[config.mk]
export PLATFORM = sky130hd
export DESIGN_NAME = sda_axil_bridge
export DESIGN_NICKNAME = d
export VERILOG_FILES = /design/src/rtl/sda_axil_pkg.sv /design/src/rtl/sda_axil_hold.sv /design/src/rtl/sda_axil_bridge.sv
export SDC_FILE = /design/constraint.sdc
export NUM_CORES = 1
export LEC_CHECK = 0
export CAP_MARGIN = 20
export CORE_MARGIN = 1
export CORE_UTILIZATION = 45
export CTS_CLUSTER_DIAMETER = 30
export DETAILED_ROUTE_END_ITERATION = 8
export DONT_BUFFER_PORTS = 1
export HOLD_SLACK_MARGIN = 0.03
export PLACE_DENSITY = 0.6
export SYNTH_ARGS = -nofsm -noshare
export SYNTH_HDL_FRONTEND = slang
export SYNTH_SLANG_ARGS = --single-unit
[constraint.sdc]
create_clock -name clk_main_a0 -period 5.07 [get_ports clk_main_a0]
set_input_delay 0.7605 -clock clk_main_a0 [delete_from_list [all_inputs] [get_ports clk_main_a0]]
set_output_delay 0.7605 -clock clk_main_a0 [all_outputs]
set_load 0.02 [all_outputs]
[src/rtl/sda_axil_pkg.sv]
// Shared types and constants for the AXI-Lite to request/response bridge.
package sda_axil_pkg;

    localparam int unsigned TAG_W = 4;

    localparam logic [1:0] OKAY   = 2'b00;
    localparam logic [1:0] SLVERR = 2'b10;

    typedef enum logic [2:0] {
        StIdle,
        StReq,
        StWaitRsp,
        StBresp,
        StRresp
    } state_e;

endpackage

[src/rtl/sda_axil_hold.sv]
// Single-entry valid/data holding register; accepts whenever empty.
module sda_axil_hold #(
    parameter int unsigned Width = 32
) (
    input  logic             clk_i,
    input  logic             rst_ni,
    input  logic             valid_i,
    input  logic [Width-1:0] data_i,
    output logic             ready_o,
    input  logic             clear_i,
    output logic             full_o,
    output logic [Width-1:0] data_o
);

    logic             full_q, full_d;
    logic [Width-1:0] data_q, data_d;

    always_comb begin
        full_d = full_q;
        data_d = data_q;
        if (clear_i) begin
            full_d = 1'b0;
        end else if (valid_i && !full_q) begin
            full_d = 1'b1;
            data_d = data_i;
        end
    end

    always_ff @(posedge clk_i or negedge rst_ni) begin
        if (!rst_ni) begin
            full_q <= 1'b0;
            data_q <= '0;
        end else begin
            full_q <= full_d;
            data_q <= data_d;
        end
    end

    assign ready_o = !full_q;
    assign full_o  = full_q;
    assign data_o  = data_q;

endmodule

[src/rtl/sda_axil_bridge.sv]
// AXI-Lite slave that serialises reads/writes into a tagged request/response
// port with a single outstanding transaction and a response timeout.
module sda_axil_bridge
    import sda_axil_pkg::*;
#(
    parameter int unsigned TIMEOUT   = 256,
    parameter logic [31:0] ERR_RDATA = 32'hDEAD_BEEF
) (
    input  logic             clk_main_a0,
    input  logic             rst_main_n,
    input  logic             sda_cl_awvalid,
    input  logic [31:0]      sda_cl_awaddr,
    output logic             cl_sda_awready,
    input  logic             sda_cl_wvalid,
    input  logic [31:0]      sda_cl_wdata,
    input  logic [3:0]       sda_cl_wstrb,
    output logic             cl_sda_wready,
    output logic             cl_sda_bvalid,
    output logic [1:0]       cl_sda_bresp,
    input  logic             sda_cl_bready,
    input  logic             sda_cl_arvalid,
    input  logic [31:0]      sda_cl_araddr,
    output logic             cl_sda_arready,
    output logic             cl_sda_rvalid,
    output logic [31:0]      cl_sda_rdata,
    output logic [1:0]       cl_sda_rresp,
    input  logic             sda_cl_rready,
    output logic             req_valid,
    output logic             req_write,
    output logic [31:0]      req_addr,
    output logic [31:0]      req_data,
    output logic [3:0]       req_be,
    output logic [TAG_W-1:0] req_tag,
    input  logic             req_ready,
    input  logic             rsp_valid,
    input  logic [31:0]      rsp_data,
    input  logic             rsp_err,
    input  logic [TAG_W-1:0] rsp_tag,
    output logic             rsp_ready
);

    localparam logic [15:0] CntLast = 16'(TIMEOUT - 1);

    logic        aw_full, w_full, ar_full;
    logic        aw_clr, w_clr, ar_clr;
    logic [31:0] aw_addr, ar_addr, sel_addr;
    logic [35:0] w_bundle;

    sda_axil_hold #(.Width(32)) u_aw_hold (
        .clk_i   (clk_main_a0),
        .rst_ni  (rst_main_n),
        .valid_i (sda_cl_awvalid),
        .data_i  (sda_cl_awaddr),
        .ready_o (cl_sda_awready),
        .clear_i (aw_clr),
        .full_o  (aw_full),
        .data_o  (aw_addr)
    );

    sda_axil_hold #(.Width(36)) u_w_hold (
        .clk_i   (clk_main_a0),
        .rst_ni  (rst_main_n),
        .valid_i (sda_cl_wvalid),
        .data_i  ({sda_cl_wstrb, sda_cl_wdata}),
        .ready_o (cl_sda_wready),
        .clear_i (w_clr),
        .full_o  (w_full),
        .data_o  (w_bundle)
    );

    sda_axil_hold #(.Width(32)) u_ar_hold (
        .clk_i   (clk_main_a0),
        .rst_ni  (rst_main_n),
        .valid_i (sda_cl_arvalid),
        .data_i  (sda_cl_araddr),
        .ready_o (cl_sda_arready),
        .clear_i (ar_clr),
        .full_o  (ar_full),
        .data_o  (ar_addr)
    );

    state_e           state_q, state_d;
    logic             is_wr_q, is_wr_d;
    logic             last_wr_q, last_wr_d;
    logic [TAG_W-1:0] tag_q, tag_d;
    logic [TAG_W-1:0] cur_tag_q, cur_tag_d;
    logic [15:0]      cnt_q, cnt_d;
    logic [1:0]       resp_q, resp_d;
    logic [31:0]      rdata_q, rdata_d;

    logic wr_el, rd_el;
    assign wr_el = aw_full && w_full;
    assign rd_el = ar_full;

    always_comb begin
        state_d   = state_q;
        is_wr_d   = is_wr_q;
        last_wr_d = last_wr_q;
        tag_d     = tag_q;
        cur_tag_d = cur_tag_q;
        cnt_d     = cnt_q;
        resp_d    = resp_q;
        rdata_d   = rdata_q;
        aw_clr    = 1'b0;
        w_clr     = 1'b0;
        ar_clr    = 1'b0;
        unique case (state_q)
            StIdle: begin
                // On a tie the type that completed last goes first (read out of reset).
                if (wr_el && (!rd_el || last_wr_q)) begin
                    state_d = StReq;
                    is_wr_d = 1'b1;
                end else if (rd_el) begin
                    state_d = StReq;
                    is_wr_d = 1'b0;
                end
            end
            StReq: begin
                if (req_ready) begin
                    state_d   = StWaitRsp;
                    aw_clr    = is_wr_q;
                    w_clr     = is_wr_q;
                    ar_clr    = !is_wr_q;
                    cnt_d     = '0;
                    cur_tag_d = tag_q;
                    tag_d     = tag_q + 1'b1;
                end
            end
            StWaitRsp: begin
                if (rsp_valid && (rsp_tag == cur_tag_q)) begin
                    state_d = is_wr_q ? StBresp : StRresp;
                    resp_d  = rsp_err ? SLVERR : OKAY;
                    if (!is_wr_q) rdata_d = rsp_data;
                end else if (cnt_q == CntLast) begin
                    state_d = is_wr_q ? StBresp : StRresp;
                    resp_d  = SLVERR;
                    if (!is_wr_q) rdata_d = ERR_RDATA;
                end else begin
                    cnt_d = cnt_q + 16'd1;
                end
            end
            StBresp: begin
                if (sda_cl_bready) begin
                    state_d   = StIdle;
                    last_wr_d = 1'b1;
                end
            end
            StRresp: begin
                if (sda_cl_rready) begin
                    state_d   = StIdle;
                    last_wr_d = 1'b0;
                end
            end
            default: state_d = StIdle;
        endcase
    end

    always_ff @(posedge clk_main_a0 or negedge rst_main_n) begin
        if (!rst_main_n) begin
            state_q   <= StIdle;
            is_wr_q   <= 1'b0;
            last_wr_q <= 1'b0;
            tag_q     <= '0;
            cur_tag_q <= '0;
            cnt_q     <= '0;
            resp_q    <= OKAY;
            rdata_q   <= '0;
        end else begin
            state_q   <= state_d;
            is_wr_q   <= is_wr_d;
            last_wr_q <= last_wr_d;
            tag_q     <= tag_d;
            cur_tag_q <= cur_tag_d;
            cnt_q     <= cnt_d;
            resp_q    <= resp_d;
            rdata_q   <= rdata_d;
        end
    end

    assign sel_addr  = is_wr_q ? aw_addr : ar_addr;
    assign req_valid = (state_q == StReq);
    assign req_write = req_valid && is_wr_q;
    assign req_addr  = req_valid ? {sel_addr[31:2], 2'b00} : 32'd0;
    assign req_data  = req_write ? w_bundle[31:0] : 32'd0;
    assign req_be    = req_write ? w_bundle[35:32] : 4'd0;
    assign req_tag   = tag_q;
    assign rsp_ready = !((state_q == StBresp) || (state_q == StRresp));

    assign cl_sda_bvalid = (state_q == StBresp);
    assign cl_sda_bresp  = cl_sda_bvalid ? resp_q : OKAY;
    assign cl_sda_rvalid = (state_q == StRresp);
    assign cl_sda_rresp  = cl_sda_rvalid ? resp_q : OKAY;
    assign cl_sda_rdata  = rdata_q;

endmodule

After elaboration in Yosys (flattened, before gate mapping)
Index checks and enable logic that the tools add are counted.
- output and inout bits: 116
- input bits: 146
- word-level logic and storage cells: 106
- register bits after elaboration: 166
- bitwise operators: 2
- eq/ne operators: 15
- add/sub/neg operators: 2
- mux-type cells: 41
- reduce and logical (&&, ||, !) cells: 32
- operators by type and width (cell ; number):
    32-bit 2-to-1 mux ; 7
    16-bit 2-to-1 mux ; 3
    16-bit case mux with 2 select lines ; 1
    3-bit 2-to-1 mux ; 8
    16-bit by 1-bit adder with 16-bit output (second input constant) ; 1
    16-bit by 8-bit == test with 1-bit output (second input constant) ; 1
    3-bit case mux with 5 select lines ; 1
    1-bit 2-to-1 mux ; 14
    2-bit nonzero test ; 7
    2-bit AND reduction ; 6
    2-bit 2-to-1 mux ; 5
    2-bit != test (second input constant) ; 4
    4-bit AND reduction ; 2
    1-bit logical AND ; 7
    3-bit by 2-bit == test with 1-bit output (second input constant) ; 2
    2-bit by 1-bit != test with 1-bit output (second input constant) ; 3
    1-bit logical NOT ; 5
    5-bit AND reduction ; 1
    4-bit by 1-bit adder with 4-bit output (second input constant) ; 1
    4-bit == test ; 1
    4-bit 2-to-1 mux ; 1
    3-bit by 1-bit == test with 1-bit output (second input constant) ; 1
    3-bit == test (second input constant) ; 1
    3-bit logical NOT ; 1
    other kinds (6) ; 8

Logic depth before layout (Yosys ltp)
- word-level depth: 5
- depth in mapped cells: 9
- depth with buffers taken out: 7

Hierarchy
Synthesis repeated with hierarchy kept, for this count alone.
- cell total of the unflattened synthesis: 585
- area, all modules: 7552.2 µm²
- modules (own cells, without submodules) (module ; sequential area each (µm²) ; instances ; cells an instance ; area an instance (µm²)):
    sda_axil_bridge ; 1551.5 ; 1 ; 360 ; 3513.4
    sda_axil_hold at u_ar_hold ... ; 825.8 ; 2 ; 72 ; 1249.9
    sda_axil_hold at u_w_hold ; 925.9 ; 1 ; 81 ; 1539.0

Least setup slack after synthesis
No wires, ideal clock.
- path kind: register -> output
- from: register state_q[0]
- to: output req_be[0]
- path buffers: 2
- stages on the path, launching flop included: 7
- required time: 4.310 ns
- slack: 2.591 ns
- arrival: 1.719 ns
- path through: dfrtp_1 -> nor2b_2 -> nand2_1 -> inv_2 -> clkbuf_1 -> clkbuf_1 -> and3_1
- longest elaborated chain between the ends: 3
- RTL lines (element ; line ; text):
    start: declaration ; sda_axil_bridge.sv:82 ; state_e state_q, state_d;
    start signal: assignment ; sda_axil_bridge.sv:160 ; state_q <= StIdle;
    start signal: assignment ; sda_axil_bridge.sv:169 ; state_q <= state_d;
    3-bit by 1-bit == test with 1-bit output ; sda_axil_bridge.sv:181 ; assign req_valid = (state_q == StReq);
    net req_valid ; sda_axil_bridge.sv:28 ; output logic req_valid,
    1-bit logical AND ; sda_axil_bridge.sv:182 ; assign req_write = req_valid && is_wr_q;
    4-bit 2-to-1 mux ; sda_axil_bridge.sv:185 ; assign req_be = req_write ? w_bundle[35:32] : 4'd0;
    end: declaration ; sda_axil_bridge.sv:32 ; output logic [3:0] req_be,
The timed path passes the listed nets, and every way through them passes these cells.

Final worst setup path
- from: register state_q[2]
- to: register u_ar_hold.data_q[24], in the netlist u_ar_hold.data_o[24]
- longest elaborated chain between the ends: 4
- RTL lines (element ; line ; text):
    3-bit by 1-bit == test with 1-bit output ; n/a ;
    net req_valid ; sda_axil_bridge.sv:28 ;
    1-bit 2-to-1 mux ; sda_axil_bridge.sv:107 ; unique case (state_q)
    1-bit NOT (no source line) ; n/a ;
    2-bit AND reduction (no source line) ; n/a ;
    end signal: assignment ; sda_axil_hold.sv:35 ; data_q <= data_d;
    end: declaration ; sda_axil_hold.sv:16 ; logic [Width-1:0] data_q, data_d;
The timed path passes the listed nets, and every way through them passes these cells.
A chain may end at the register's enable or synchronous reset.

==> impl_metrics.py <==
metrics = {
    "status": {
        "status": "completed",
    },
    "floorplanning": {
        "io_pins": 262,
        "rows": 46,
        "core_area_um2": 15890,
        "initial_core_util_pct": 46.02,
        "die-area_um2": 16760,
        "fp.dieW_um": 129.5,
        "dieHeight_um": 129.5,
    },
    "synth": {
        "yosysMostFrequentCell": "dfrtp_1",
        "synth_area_leader_cell": "dfrtp_1",
        "synth-edff-count": 0,
        "synth_area_um2": 7311,
        "synth.top_cells.by_area": "dfrtp_1 55%, mux2_2 14%, nand2_1 4.8%",
        "synthArstFlopShare_pct": 100.0,
        "synth_top_area_share_pct": 55.11,
        "ys_types": 46,
        "ys_top_cells_by_count": "161 x dfrtp_1, 94 x nand2_1, 91 x mux2_2",
        "yosysWarnings": 0,
        "avgSynthCellArea_um2": 11.18,
        "ys.flop_type": "dfrtp_1",
        "seq_area_frac_synth_pct": 55.11,
        "synthCells": 654,
        "ys_ff_latch": 161,
    },
    "worst_setup_path": {
        "worstSetupEndpointType": "flop",
        "cp_max_fo": 39,
        "critPathMostFrequentCell": "nand2_1",
        "critical_path.max_stage_delay_ns": 0.56,
        "critical_path_class": "reg -> reg",
        "critPathArrivalTime_ns": 3.43,
        "required_ns": 5.37,
        "slowest_stage": "nand2_1",
        "start_kind": "flop",
        "path_cells": "nor2b_2 > nand2_1 > inv_2 > nand2_1 > o211ai_1 > buf_4 > mux2_2",
    },
    "routing": {
        "drt-total-wl_mm": 16.28,
        "drtPass1Iterations": 4,
        "antenna_left": 0,
        "routed_via_density": 5.636,
        "drt_iter0_markers": 169,
        "routedWlPerCell_um": 18.71,
        "remaining_drc_errors": 0,
        "vias": 4903,
    },
    "clock_tree": {
        "clk_pin_slew_worst_paths_ns": 0.06,
        "cts_hold_buf": 2,
        "cts_setup_buffers": 0,
        "cts_sinks": 161,
        "h-tree-depth": 4,
        "cts-buffers-inserted": 17,
        "cts_root_buffer": "clkbuf_16",
        "cts.repair.resized": 0,
        "clockBufferDepth": 2,
        "cts_tree": "done",
        "clock_latency_ns": 0.41,
    },
    "power": {
        "p_int_uw": 3251,
        "power.net_switching_uw": 1999,
        "clockPowerShare_pct": 24.1,
        "ir_drop_uv": 271.0,
        "p_leak_uw": 0.003762,
        "p_comb_share_pct": 31.9,
        "powerDensity_nw_per_um2": 651.9,
        "p_sw_share_pct": 38.07,
        "seqPwrFrac_pct": 44.0,
    },
    "placement": {
        "io_buffer_count": 0,
        "place_hpwl_mm": 10.95,
        "placed_cell_area_um2": 7416,
        "gp_congestion": 0.7550,
    },
    "global_route": {
        "grt_pass1_vias": 4761,
        "overflow": 0,
        "grt_max_degree": 145,
        "grtUsageTotal_pct": 19.01,
        "grt_pass1_wl_mm": 24.41,
        "antenna_found_initial": 1,
    },
    "sta": {
        "fin_skew_ns": 0.01056,
        "setup_viol": 0,
        "rsz0062_at_grt": "false",
        "fin_crit_sh_pct": 61.71,
        "fmax_mhz": 319.6,
        "hold_viol": 0,
        "slew_violations": 0,
        "fin_setup_tns_ns": 0,
        "post-route-min-period_ns": 3.129,
        "worst_pin_slew_ns": 1.008,
        "slew_headroom_pct": 32.77,
        "whs_ns": 0.2948,
    },
    "final_layout": {
        "area_growth_pct": 10.17,
        "nFillCells": 1460,
        "fin_area_um2": 8054,
        "nets": 788,
        "final_core_util_pct": 50.70,
        "layout-drive-gt1-share_pct": 21.44,
    },
    "run": {
        "drv_cap": 0,
    },
    "min_path": {
        "hold_path.class": "in -> async",
    },
}
layout make-up:
cell class              count  area, µm²  share of cell area, %
repair buffers             10      95.09                  1.181
clock inverters            14      153.9                  1.911
multi-input cells         439       3022                  37.52
diodes                      1      2.502                0.03107
clock buffers              18      439.2                  5.453
inverters                  11      41.29                 0.5127
well taps                 216      270.3                  3.356
flip-flops and latches    161       4030                  50.04
metrics by stage:
step | power [µW] | setup slack, ns | instances
after floorplan | 3671 | 2.591 | 657
after global placement | 3917 | 2.013 | 834
after detailed placement | 4006 | 1.916 | 834
after CTS | 5319 | 1.898 | 868
after global routing | 5593 | 1.571 | 869
final | 5250 | 1.941 | 870
path summary, 6_finish.rpt:
path,slack [ns],depth (start not counted),to,from
max in group asynchronous,3.56,1,u_aw_hold.data_o[18],rst_main_n
worst max register to register,1.94,7,u_ar_hold.data_o[24],state_q[2]
worst max-delay path,1.94,7,u_ar_hold.data_o[24],state_q[2]
min in group clk_main_a0,0.43,1,last_wr_q,sda_cl_rready
worst min register to register,0.49,1,u_aw_hold.data_o[9],u_aw_hold.data_o[9]
worst min-delay path,0.29,1,u_w_hold.data_o[26],rst_main_n
logic make-up after synthesis:
group	Yosys count	share of synthesized area, %
fa+ha+maj	2	0.3422
flops	161	55.11
compound gates	69	5.699
simple gates	233	15.35
mux	127	19.03
buf+inv	57	3.936
xor+xnor	4	0.4793
other cells	1	0.05129
worst max-delay path, delay by kind of cell (launching register included):
kind | cells | cell delay, ns
muxes | 1 | 0.39
DFF | 1 | 0.45
and+or+nand+nor | 3 | 0.94
buffers and inverters | 2 | 0.88
AOI/OAI and AO/OA | 1 | 0.34
power groups by stage:
stage          clock network (µW)  logic (µW)  registers, µW
2_1_floorplan                   0        1480           2190
3_3_place_gp                    0        1610           2300
3_5_place_dp                    0        1670           2340
4_1_cts                      1300        1700           2310
5_1_grt                      1360        1840           2390
6_report                     1260        1670           2310
metal layers:
metal,wire length (µm),global-route usage (%)
met1,6658,22.14
met2,8061,32.13
met3,1351,6.730
met4,210,7.387
met5,0,0
cell usage in the layout (no fill, tap or decap), types with 10 or more instances in the layout:
master	synthesis	final
dfrtp_1	161	160
nand2_1	94	94
and3_1	43	43
nand4_1	10	10
nand3_1	15	15
a21oi_1	12	12
nor2_1	40	40
mux2i_1	31	31
mux2_2	91	91
o21ai_0	32	32
clkbuf_16	0	17
inv_1	10	10
sequential cells by signal, indices dropped and copies added, names as in the netlist:
signal	cells
req_tag	4
resp_q	1
cnt_q	16
last_wr_q	1
u_ar_hold.data_o	30
u_w_hold.full_o	1
u_ar_hold.full_o	1
state_q	3
u_aw_hold.data_o	30
cur_tag_q	4
is_wr_q	1
u_w_hold.data_o	36
cl_sda_rdata	32
u_aw_hold.full_o	1
Power figures use the tool's default switching activity.
